### src/rtl/dma_dmem_req_data_path_if.sv
// rtl/dma_dmem_req_data_path_if.sv - request/response bundle for the tile DMA DMEM datapath
interface dma_dmem_req_data_path_if #(
   parameter int data_width_p      = 32,
   parameter int dmem_addr_width_p = 10
);
   localparam int mask_width_lp = data_width_p / 8;

   // DMA local request generator side
   logic                         gen_sel_i;
   logic                         gen_w_i;
   logic [dmem_addr_width_p-1:0] gen_addr_i;
   logic [mask_width_lp-1:0]     gen_mask_i;
   logic [data_width_p-1:0]      gen_data_i;

   // network RX side
   logic                         rx_sel_i;
   logic                         rx_w_i;
   logic [dmem_addr_width_p-1:0] rx_addr_i;
   logic [mask_width_lp-1:0]     rx_mask_i;
   logic [data_width_p-1:0]      rx_data_i;

   // core DMEM port
   logic                         core_w_o;
   logic [dmem_addr_width_p-1:0] core_addr_o;
   logic [mask_width_lp-1:0]     core_mask_o;
   logic [data_width_p-1:0]      core_data_o;
   logic [data_width_p-1:0]      dmem_rdata_i;

   // capture control and remote request generator FIFO port
   logic                         push_not_pull_i;
   logic                         all_local_sent_i;
   logic                         fifo_v_o;
   logic [data_width_p-1:0]      fifo_data_o;
   logic                         fifo_yumi_i;
   logic                         fifo_ready_o;
   logic                         overflow_o;

   // the tile-side environment that drives requests and consumes the FIFO
   modport master (
      output gen_sel_i, gen_w_i, gen_addr_i, gen_mask_i, gen_data_i,
      output rx_sel_i, rx_w_i, rx_addr_i, rx_mask_i, rx_data_i,
      output dmem_rdata_i, push_not_pull_i, all_local_sent_i, fifo_yumi_i,
      input  core_w_o, core_addr_o, core_mask_o, core_data_o,
      input  fifo_v_o, fifo_data_o, fifo_ready_o, overflow_o
   );

   // the datapath itself
   modport slave (
      input  gen_sel_i, gen_w_i, gen_addr_i, gen_mask_i, gen_data_i,
      input  rx_sel_i, rx_w_i, rx_addr_i, rx_mask_i, rx_data_i,
      input  dmem_rdata_i, push_not_pull_i, all_local_sent_i, fifo_yumi_i,
      output core_w_o, core_addr_o, core_mask_o, core_data_o,
      output fifo_v_o, fifo_data_o, fifo_ready_o, overflow_o
   );
endinterface

### src/rtl/dma_dmem_req_data_path.sv
// rtl/dma_dmem_req_data_path.sv - DMEM request steering and DMA push read-data capture FIFO
module dma_dmem_req_data_path #(
   parameter int data_width_p      = 32,
   parameter int dmem_addr_width_p = 10,
   parameter int fifo_els_p        = 3
) (
   input  logic                   clk_i,
   input  logic                   reset_n_i,
   dma_dmem_req_data_path_if.slave bus
);
   localparam int mask_width_lp = data_width_p / 8;
   localparam int ptr_width_lp  = (fifo_els_p > 1) ? $clog2(fifo_els_p) : 1;
   localparam int cnt_width_lp  = $clog2(fifo_els_p + 1);

   localparam logic [ptr_width_lp-1:0] last_ptr_lp = ptr_width_lp'(fifo_els_p - 1);
   localparam logic [cnt_width_lp-1:0] full_cnt_lp = cnt_width_lp'(fifo_els_p);

   logic                         w_mux;
   logic [dmem_addr_width_p-1:0] addr_mux;
   logic [mask_width_lp-1:0]     mask_mux;
   logic [data_width_p-1:0]      data_mux;

   logic                         cap_r;
   logic                         overflow_r;
   logic [ptr_width_lp-1:0]      wr_ptr_r;
   logic [ptr_width_lp-1:0]      rd_ptr_r;
   logic [cnt_width_lp-1:0]      count_r;
   logic [data_width_p-1:0]      mem_r [fifo_els_p];

   logic                         fifo_v;
   logic                         fifo_ready;
   logic                         enq;
   logic                         deq;

   function automatic logic [ptr_width_lp-1:0] ptr_inc(input logic [ptr_width_lp-1:0] p);
      return (p == last_ptr_lp) ? '0 : p + ptr_width_lp'(1);
   endfunction

   // AND-OR steering of the two one-hot requesters onto the core DMEM port
   always_comb begin
      w_mux    = (bus.gen_sel_i & bus.gen_w_i) | (bus.rx_sel_i & bus.rx_w_i);
      addr_mux = ({dmem_addr_width_p{bus.gen_sel_i}} & bus.gen_addr_i)
               | ({dmem_addr_width_p{bus.rx_sel_i}}  & bus.rx_addr_i);
      mask_mux = ({mask_width_lp{bus.gen_sel_i}} & bus.gen_mask_i)
               | ({mask_width_lp{bus.rx_sel_i}}  & bus.rx_mask_i);
      data_mux = ({data_width_p{bus.gen_sel_i}} & bus.gen_data_i)
               | ({data_width_p{bus.rx_sel_i}}  & bus.rx_data_i);
   end

   assign bus.core_w_o    = w_mux;
   assign bus.core_addr_o = addr_mux;
   assign bus.core_mask_o = mask_mux;
   assign bus.core_data_o = data_mux;

   // FIFO status; a same-cycle dequeue never frees room for that cycle's capture
   assign fifo_v     = (count_r != '0);
   assign fifo_ready = (count_r != full_cnt_lp);
   assign enq        = cap_r & fifo_ready;
   assign deq        = bus.fifo_yumi_i & fifo_v;

   assign bus.fifo_v_o     = fifo_v;
   assign bus.fifo_ready_o = fifo_ready;
   assign bus.fifo_data_o  = mem_r[rd_ptr_r];
   assign bus.overflow_o   = overflow_r;

   // mark the cycle in which DMEM returns data for a granted DMA push read
   always_ff @(posedge clk_i or negedge reset_n_i) begin
      if (!reset_n_i) begin
         cap_r <= 1'b0;
      end else begin
         cap_r <= bus.gen_sel_i & ~bus.all_local_sent_i & bus.push_not_pull_i;
      end
   end

   // FIFO storage; contents are don't-care while empty so no reset is needed
   always_ff @(posedge clk_i) begin
      if (enq) begin
         mem_r[wr_ptr_r] <= bus.dmem_rdata_i;
      end
   end

   // pointer, occupancy and sticky overflow tracking
   always_ff @(posedge clk_i or negedge reset_n_i) begin
      if (!reset_n_i) begin
         wr_ptr_r   <= '0;
         rd_ptr_r   <= '0;
         count_r    <= '0;
         overflow_r <= 1'b0;
      end else begin
         if (enq) begin
            wr_ptr_r <= ptr_inc(wr_ptr_r);
         end
         if (deq) begin
            rd_ptr_r <= ptr_inc(rd_ptr_r);
         end
         case ({enq, deq})
            2'b10:   count_r <= count_r + cnt_width_lp'(1);
            2'b01:   count_r <= count_r - cnt_width_lp'(1);
            default: count_r <= count_r;
         endcase
         if (cap_r && !fifo_ready) begin
            overflow_r <= 1'b1;
         end
      end
   end

   // both requesters granted at once would corrupt the core request
   a_one_hot_sel: assert property (@(posedge clk_i) disable iff (!reset_n_i)
      !(bus.gen_sel_i && bus.rx_sel_i));

   // the consumer may only dequeue a valid head
   a_yumi_when_valid: assert property (@(posedge clk_i) disable iff (!reset_n_i)
      !(bus.fifo_yumi_i && !fifo_v));
endmodule

### src/flat_wrapper.sv
// flat-port wrapper written by rule: the top's interface ports become plain ports
module dma_dmem_req_data_path_flat 
#(
   parameter int data_width_p      = 32,
   parameter int dmem_addr_width_p = 10,
   parameter int fifo_els_p        = 3
)
  (clk_i, reset_n_i, bus_gen_sel_i, bus_gen_w_i, bus_gen_addr_i, bus_gen_mask_i, bus_gen_data_i, bus_rx_sel_i, bus_rx_w_i, bus_rx_addr_i, bus_rx_mask_i, bus_rx_data_i, bus_dmem_rdata_i, bus_push_not_pull_i, bus_all_local_sent_i, bus_fifo_yumi_i, bus_core_w_o, bus_core_addr_o, bus_core_mask_o, bus_core_data_o, bus_fifo_v_o, bus_fifo_data_o, bus_fifo_ready_o, bus_overflow_o);
  dma_dmem_req_data_path_if #(.data_width_p(data_width_p), .dmem_addr_width_p(dmem_addr_width_p)) bus_i ();
  input  logic clk_i;
  input  logic reset_n_i;
  input wire logic [$bits(bus_i.gen_sel_i)-1:0] bus_gen_sel_i;
  input wire logic [$bits(bus_i.gen_w_i)-1:0] bus_gen_w_i;
  input wire logic [$bits(bus_i.gen_addr_i)-1:0] bus_gen_addr_i;
  input wire logic [$bits(bus_i.gen_mask_i)-1:0] bus_gen_mask_i;
  input wire logic [$bits(bus_i.gen_data_i)-1:0] bus_gen_data_i;
  input wire logic [$bits(bus_i.rx_sel_i)-1:0] bus_rx_sel_i;
  input wire logic [$bits(bus_i.rx_w_i)-1:0] bus_rx_w_i;
  input wire logic [$bits(bus_i.rx_addr_i)-1:0] bus_rx_addr_i;
  input wire logic [$bits(bus_i.rx_mask_i)-1:0] bus_rx_mask_i;
  input wire logic [$bits(bus_i.rx_data_i)-1:0] bus_rx_data_i;
  input wire logic [$bits(bus_i.dmem_rdata_i)-1:0] bus_dmem_rdata_i;
  input wire logic [$bits(bus_i.push_not_pull_i)-1:0] bus_push_not_pull_i;
  input wire logic [$bits(bus_i.all_local_sent_i)-1:0] bus_all_local_sent_i;
  input wire logic [$bits(bus_i.fifo_yumi_i)-1:0] bus_fifo_yumi_i;
  output wire logic [$bits(bus_i.core_w_o)-1:0] bus_core_w_o;
  output wire logic [$bits(bus_i.core_addr_o)-1:0] bus_core_addr_o;
  output wire logic [$bits(bus_i.core_mask_o)-1:0] bus_core_mask_o;
  output wire logic [$bits(bus_i.core_data_o)-1:0] bus_core_data_o;
  output wire logic [$bits(bus_i.fifo_v_o)-1:0] bus_fifo_v_o;
  output wire logic [$bits(bus_i.fifo_data_o)-1:0] bus_fifo_data_o;
  output wire logic [$bits(bus_i.fifo_ready_o)-1:0] bus_fifo_ready_o;
  output wire logic [$bits(bus_i.overflow_o)-1:0] bus_overflow_o;
  assign bus_i.gen_sel_i = bus_gen_sel_i;
  assign bus_i.gen_w_i = bus_gen_w_i;
  assign bus_i.gen_addr_i = bus_gen_addr_i;
  assign bus_i.gen_mask_i = bus_gen_mask_i;
  assign bus_i.gen_data_i = bus_gen_data_i;
  assign bus_i.rx_sel_i = bus_rx_sel_i;
  assign bus_i.rx_w_i = bus_rx_w_i;
  assign bus_i.rx_addr_i = bus_rx_addr_i;
  assign bus_i.rx_mask_i = bus_rx_mask_i;
  assign bus_i.rx_data_i = bus_rx_data_i;
  assign bus_i.dmem_rdata_i = bus_dmem_rdata_i;
  assign bus_i.push_not_pull_i = bus_push_not_pull_i;
  assign bus_i.all_local_sent_i = bus_all_local_sent_i;
  assign bus_i.fifo_yumi_i = bus_fifo_yumi_i;
  assign bus_core_w_o = bus_i.core_w_o;
  assign bus_core_addr_o = bus_i.core_addr_o;
  assign bus_core_mask_o = bus_i.core_mask_o;
  assign bus_core_data_o = bus_i.core_data_o;
  assign bus_fifo_v_o = bus_i.fifo_v_o;
  assign bus_fifo_data_o = bus_i.fifo_data_o;
  assign bus_fifo_ready_o = bus_i.fifo_ready_o;
  assign bus_overflow_o = bus_i.overflow_o;
  dma_dmem_req_data_path #(.data_width_p(data_width_p), .dmem_addr_width_p(dmem_addr_width_p), .fifo_els_p(fifo_els_p)) u_core (.clk_i(clk_i), .reset_n_i(reset_n_i), .bus(bus_i));
endmodule
### config.mk
export PLATFORM = sky130hd
export DESIGN_NAME = dma_dmem_req_data_path_flat
export DESIGN_NICKNAME = d
export VERILOG_FILES = /design/src/rtl/dma_dmem_req_data_path_if.sv /design/src/rtl/dma_dmem_req_data_path.sv /design/src/flat_wrapper.sv
export SDC_FILE = /design/constraint.sdc
export NUM_CORES = 1
export LEC_CHECK = 0
export BUFFER_PORTS_ARGS = -buffer_cell sky130_fd_sc_hd__clkbuf_2
export CORE_ASPECT_RATIO = 0.9
export CORE_MARGIN = 2
export CORE_UTILIZATION = 51
export CTS_BUF_LIST = sky130_fd_sc_hd__clkbuf_2 sky130_fd_sc_hd__clkbuf_4 sky130_fd_sc_hd__clkbuf_8
export DETAILED_ROUTE_END_ITERATION = 16
export GPL_TIMING_DRIVEN = 0
export PLACE_DENSITY = 0.87
export SYNTH_ARGS = -nofsm -noshare
export SYNTH_HDL_FRONTEND = slang
export SYNTH_SLANG_ARGS = --single-unit
### constraint.sdc
create_clock -name clk_i -period 7.6 [get_ports clk_i]
set_input_delay 1.52 -clock clk_i [delete_from_list [all_inputs] [get_ports clk_i]]
set_output_delay 1.52 -clock clk_i [all_outputs]
set_load 0.02 [all_outputs]
==> results of run 1 <==
-- cell usage in the layout, fill, tap and decap left out, types with 2 or more instances in the layout --
cell type and count:
a22o_1 47, xnor2_1 2, clkbuf_8 9, nand2_1 34
clkbuf_2 212, buf_2 11, diode_2 3, a21o_1 3
buf_4 2, clkinvlp_4 3, dfrtp_1 8, edfxtp_1 96
mux2i_1 32, buf_6 6, o21ai_1 34, clkbuf_1 6
-- metrics by stage --
step                hold slack (ns)  worst slack [ns]
global route                 0.5515             3.636
global placement             0.4569             2.554
CTS                          0.5392             3.652
detailed placement           0.5032             3.654
floorplan                    0.4859             3.960
finish                       0.5309             3.665
-- critical path, delay by kind of cell --
kind	cells	cell delay, ns
buf+inv	3	0.67
compound gates	1	0.22
-- path summary, 6_finish.rpt --
kind	endpoint	from	slack, ns	cells after the start
max reg2reg	u_core.mem_r[1][12]	u_core.count_r[0]	5.49	4
min reg2reg	u_core.bus.overflow_o	u_core.bus.overflow_o	0.53	1
max in group asynchronous	u_core.wr_ptr_r[0]	reset_n_i	6.42	1
min in group asynchronous	u_core.rd_ptr_r[0]	reset_n_i	1.00	1
min	u_core.bus.overflow_o	u_core.bus.overflow_o	0.53	1
max	bus_core_data_o[16]	bus_gen_sel_i	3.67	4
-- cell families after synthesis --
group                      count (synthesis)
AOI/OAI and AO/OA                         86
xor gates and xnor gates                   3
adders and majority gates                  1
buffers and inverters                     23
DFF                                      104
muxes                                     32
and+or+nand+nor                           42
-- cell type report --
class	count	area, um^2
Antenna cell	3	7.507
Tap cell	119	148.9
Sequential cell	104	3083
Clock buffer	10	131.4
Fill cell	630	2605
Clock inverter	6	51.30
Inverter	1	3.754
Buffer	22	126.4
Multi-Input combinational cell	164	1194
Timing Repair Buffer	217	1137
-- layer usage --
metal	up-vias	track usage	part of all wire
li1	1598	-	-
met1	1627	0.2893	0.38
met2	152	0.4342	0.52
met3	20	0.04726	0.064
met4	0	0.1233	0.027
met5	-	0	0
-- power by group through the flow --
| stage | Clock (mW) | Sequential [mW] | Combinational [mW] |
|---|---|---|---|
| after floorplan | 0 | 0.708 | 0.468 |
| after global placement | 0 | 0.708 | 0.696 |
| after detailed placement | 0 | 0.712 | 0.720 |
| after CTS | 0.318 | 0.700 | 0.722 |
| after global routing | 0.338 | 0.704 | 0.773 |
| final | 0.312 | 0.699 | 0.717 |
-- state kept, by name, indices dropped and copies added (netlist names) --
signal and count:
u_core.mem_r 96, u_core.cap_r 1, u_core.wr_ptr_r 2, u_core.rd_ptr_r 2, u_core.count_r 2, u_core.bus.overflow_o 1
==> results.toml, run 1 <==
[global_route]
track_usage = 0.2483
grt_first_pass_wirelength_um = 17260
maximum_number_of_pins_on_one_net_before_global_route_repair = 20
initial_antenna_violation_count = 3
grt-ovfl-total = 0
vias_in_the_first_global_route = 3606

[finish]
layout-area-overhead-vs-synth_pct = 33.85
finish.instance_area_um2 = 5883
nNetsFinal = 653
drive_gt1_frac = 0.4828
final_cell_count_no_fill = 646
finish.utilization = 0.6931

[floorplanning]
floorplan.initialDensity = 0.5178
fp-row-count = 32
dieHeight_um = 92.07
boundaryPins = 215
floorplan.die.width_um = 101.9
fp.coreArea_um2 = 8488
design.die.area_um2 = 9378

[route]
wire_length_reported_by_the_detailed_router_um = 11590
total_number_of_vias = 3397
via_per_inst = 5.259
drt-pass1-iter-count = 5
drt_first_iter_violations = 161
route.detailed.drc = 0
post_drt_wl_per_cell_um = 17.95
drt.antenna.violating_nets = 0

[clocking]
postCtsResizedCells = 0
cts.reportedPaths.clkPinSlew_ns = 0.09
clock_insertion_delay_worst_skew_ns = 0.36
cts_root_buffer = "clkbuf_8"
postCtsSetupBuffers = 0
htreeDepth = 3
holdBufCountCts = 0
numClockSinks = 104
inserted_clock_buffers = 9
clockBufferDepth = 2
tritoncts = "done"

[power]
power.ir.vdd_worst_mv = 0.1483
power_frac_clock = 0.181
power_per_cell_area_nw_per_um2 = 293.7
p_leak_nw = 2.569
sw_frac_of_total = 0.3840
finalPower_mw = 1.728
combinationalPowerShare = 0.415
power.internal_mw = 1.065
fraction_of_power_consumed_by_sequential_logic = 0.405
switching_power_uw = 663.6

[synthesis]
postSynth.topFlopCell = "edfxtp_1"
post-synth-top-count-cell = "edfxtp_1"
synth-seq-cells = 104
main_combinational_cell_family_by_area_after_synthesis = "compound AO/OA/AOI/OAI gates"
synth.area.top_cells = "edfxtp_1, a22o_1, mux2i_1"
synth_area_in_simple_gates = 0.04412
synth.net_count = 425
ys_async_sr_fraction = 0.07692
yosysWarningCount = 0
synth.top_cell.area_share = 0.6558
synth_compound_area_frac = 0.1432
synthCells = 291
synth-edff-count = 96
synthDistinctLibCells = 25
synth_commonest_cells = "edfxtp_1, a22o_1, nand2_1, o21ai_1, mux2i_1"
synth_top_area_cell = "edfxtp_1"
post_synth_xor_area_fraction = 0.005978
synthesis.area_um2 = 4395
post_synthesis_share_of_cell_area_spent_on_full_adders_half_adders_and_majority_gates = 0.002847
proportion_of_synthesized_area_in_mux_cells = 0.07287
postSynthAreaPerCell_um2 = 15.10
synth_seq_area_share = 0.7014

[timing]
timing.final.crit_share = 0.5177
worst_slew_pin_slew_ns = 0.9147
timing.final.max_slew_violations = 0
fin_worst_skew_ns = 0.01302
hold_viol_final = 0
max_slew_margin = 0.3896
fmax_ghz = 0.2542
finalCriticalPeriod_ns = 3.935
unrepaired_setup_endpoints_after_global_routing = "no"
setup-tns-final_ns = 0
report.final.setup_viol = 0

[place]
hpwl_after_detailed_placement_um = 8788
cell_area_after_placement_um2 = 5693
placement.io_buffers = 212
dp_cells = 627
gpl.final_weighted_congestion = 0.8530

[setup_path]
crit_path_cell_trace = "buf_2, buf_2, a22o_1, clkbuf_2"
cpMostUsedCell = "buf_2"
critPathCaptureType = "output port"
crit_arrival_ns = 2.41
critical_path_s_slowest_cell = "buf_2"
timing_worst_setup_path_type = "in2out"
critPathRequiredTime_ns = 6.08
critPathMaxStageDelay_ns = 0.29
cp-start-kind = "input pin"
critical_path_peak_fanout = 10

[run]
maxCapViolations = 0

[status]
status = "complete, no violations"

[worst_hold_path]
hold_path.class = "reg2reg"
No activity file was read; power rests on OpenSTA's default activity.
==> run 2, diff against run 1 <==
CORE_UTILIZATION = 43   (was 51)
PLACE_DENSITY = 0.79   (was 0.87)
clock period = 3.6 ns   (was 7.6 ns; I/O delays follow)
==> run 2 against run 1 <==
  * Via count shrank 0.12%
  * First-iteration DRC count increased by 45%
  * Critical path depth up 1
  * Highest routed layer unchanged
  * Non-clock buffer count is 2 higher
  * Cell count up 0.93%
  * Largest power group unchanged
==> results.toml, run 2 (same netlist as run 1, synthesis figures left out) <==
[status]
status = "complete, no violations"

[route]
drt-pass1-iter-count = 4
via_per_inst = 5.204
wire_length_reported_by_the_detailed_router_um = 11600
post_drt_wl_per_cell_um = 17.80
route.detailed.drc = 0
drt.antenna.violating_nets = 0
drt_first_iter_violations = 234
total_number_of_vias = 3393

[timing]
fmax_ghz = 0.4228
report.final.setup_viol = 0
unrepaired_setup_endpoints_after_global_routing = "no"
hold_viol_final = 0
timing.final.crit_share = 0.6570
finalCriticalPeriod_ns = 2.365
setup-tns-final_ns = 0
worst_slew_pin_slew_ns = 0.7165
fin_worst_skew_ns = 0.01443
max_slew_margin = 0.5208
timing.final.max_slew_violations = 0
postLayoutSetupSlackWorst_ns = 1.235

[power]
finalPower_mw = 3.661
switching_power_mw = 1.398
power_per_cell_area_nw_per_um2 = 617.3
combinationalPowerShare = 0.413
power.ir.vdd_worst_mv = 0.3518
power_frac_clock = 0.185
sw_frac_of_total = 0.3817
fraction_of_power_consumed_by_sequential_logic = 0.402
p_leak_nw = 2.601
power.internal_mw = 2.263

[floorplanning]
boundaryPins = 215
design.die.area_um2 = 11050
floorplan.initialDensity = 0.4473
fp.coreArea_um2 = 9827
floorplan.die.width_um = 110.6
fp-row-count = 34
dieHeight_um = 99.92

[place]
dp_worst_setup_slack_ns = 1.336
hpwl_after_detailed_placement_um = 9222
cell_area_after_placement_um2 = 5737
gpl.final_weighted_congestion = 0.8391
placement.io_buffers = 212

[finish]
finish.utilization = 0.6035
largest_register_ffs = 96
nNetsFinal = 655
top_register = "u_core.mem_r"
most-common-layout-cells = "clkbuf_2, edfxtp_1, a22o_1"
layout-area-overhead-vs-synth_pct = 34.93
diodes = 0
most_common_cell_after_layout_fill_and_taps_aside = "clkbuf_2"
drive_gt1_frac = 0.4848
finish.instance_area_um2 = 5931
final.fill_count = 776

[global_route]
maximum_number_of_pins_on_one_net_before_global_route_repair = 20
vias_in_the_first_global_route = 3240
grt_first_pass_wirelength_um = 17430
grt-ovfl-total = 0
track_usage = 0.2061
initial_antenna_violation_count = 0

[clocking]
postCtsResizedCells = 0
htreeDepth = 3
holdBufCountCts = 0
tritoncts = "done"
cts_root_buffer = "clkbuf_8"
numClockSinks = 104
cts.reportedPaths.clkPinSlew_ns = 0.10
postCtsSetupBuffers = 0
clock_insertion_delay_worst_skew_ns = 0.36
clockBufferDepth = 2
inserted_clock_buffers = 9

[setup_path]
regToRegSetupSlack_ns = 1.60
critPathCaptureType = "output port"
critPathRequiredTime_ns = 2.88
timing_worst_setup_path_type = "reg2out"
critical_path_peak_fanout = 10
cp-start-kind = "flip-flop"
crit_arrival_ns = 1.65

[worst_hold_path]
hold_path.class = "in2async"

[run]
maxCapViolations = 0
run 2: cell count changes in the layout (fill, tap and decap cells not counted):
cell,delta
diode_2,-3
buf_4,+1
clkinv_4,+1
clkinv_8,+1
buf_16,+1
inv_6,+1
clkinvlp_4,-3
run 2: metrics by stage:
| step | hold WS, ns | instances |
|---|---|---|
| 4_1_cts | 0.1866 | 652 |
| 6_report | 0.2056 | 652 |
| 3_3_place_gp | 0.4523 | 629 |
| 3_5_place_dp | 0.4630 | 636 |
| 2_1_floorplan | 0.4244 | 291 |
| 5_1_grt | 0.1926 | 652 |
run 2: worst max-delay path: stages, from the launching register on:
cell      delay [ns]
dfrtp_1         0.40
buf_2           0.24
buf_2           0.27
nand2_1         0.07
o21ai_1         0.11
clkbuf_2        0.20
run 2: path summary, 6_finish.rpt:
kind,start,to,cells after the start
worst min register to register,u_core.bus.overflow_o,u_core.bus.overflow_o,1
worst max register to register,u_core.count_r[0],u_core.mem_r[0][29],5
max in group asynchronous,reset_n_i,u_core.rd_ptr_r[0],1
min in group clk_i,u_core.bus.overflow_o,u_core.bus.overflow_o,1
worst min-delay path,reset_n_i,u_core.rd_ptr_r[1],1
worst max-delay path,u_core.rd_ptr_r[1],bus_fifo_data_o[28],5
run 2: layer usage:
| metal | wire [um] | track usage |
|---|---|---|
| met4 | 116 | 0.04327 |
| met5 | 0 | 0 |
| met2 | 5935 | 0.3676 |
| met3 | 863 | 0.04106 |
| met1 | 4689 | 0.2656 |
run 2: cell type report:
type                            count  area, um^2  area share
Inverter                            1       3.754   0.0006329
Buffer                             22       126.4     0.02131
Multi-Input combinational cell    164        1194      0.2013
Clock buffer                       10       131.4     0.02215
Timing Repair Buffer              219        1172      0.1977
Sequential cell                   104        3083      0.5198
Clock inverter                      6       62.56     0.01055
Tap cell                          126       157.7     0.02658
run 2: power by group through the flow:
stage | registers (mW) | clock network [mW] | logic (mW)
finish | 1.47 | 0.677 | 1.51
global route | 1.48 | 0.740 | 1.62
CTS | 1.47 | 0.700 | 1.53
detailed placement | 1.50 | 0 | 1.53
global placement | 1.49 | 0 | 1.48
floorplan | 1.49 | 0 | 0.987
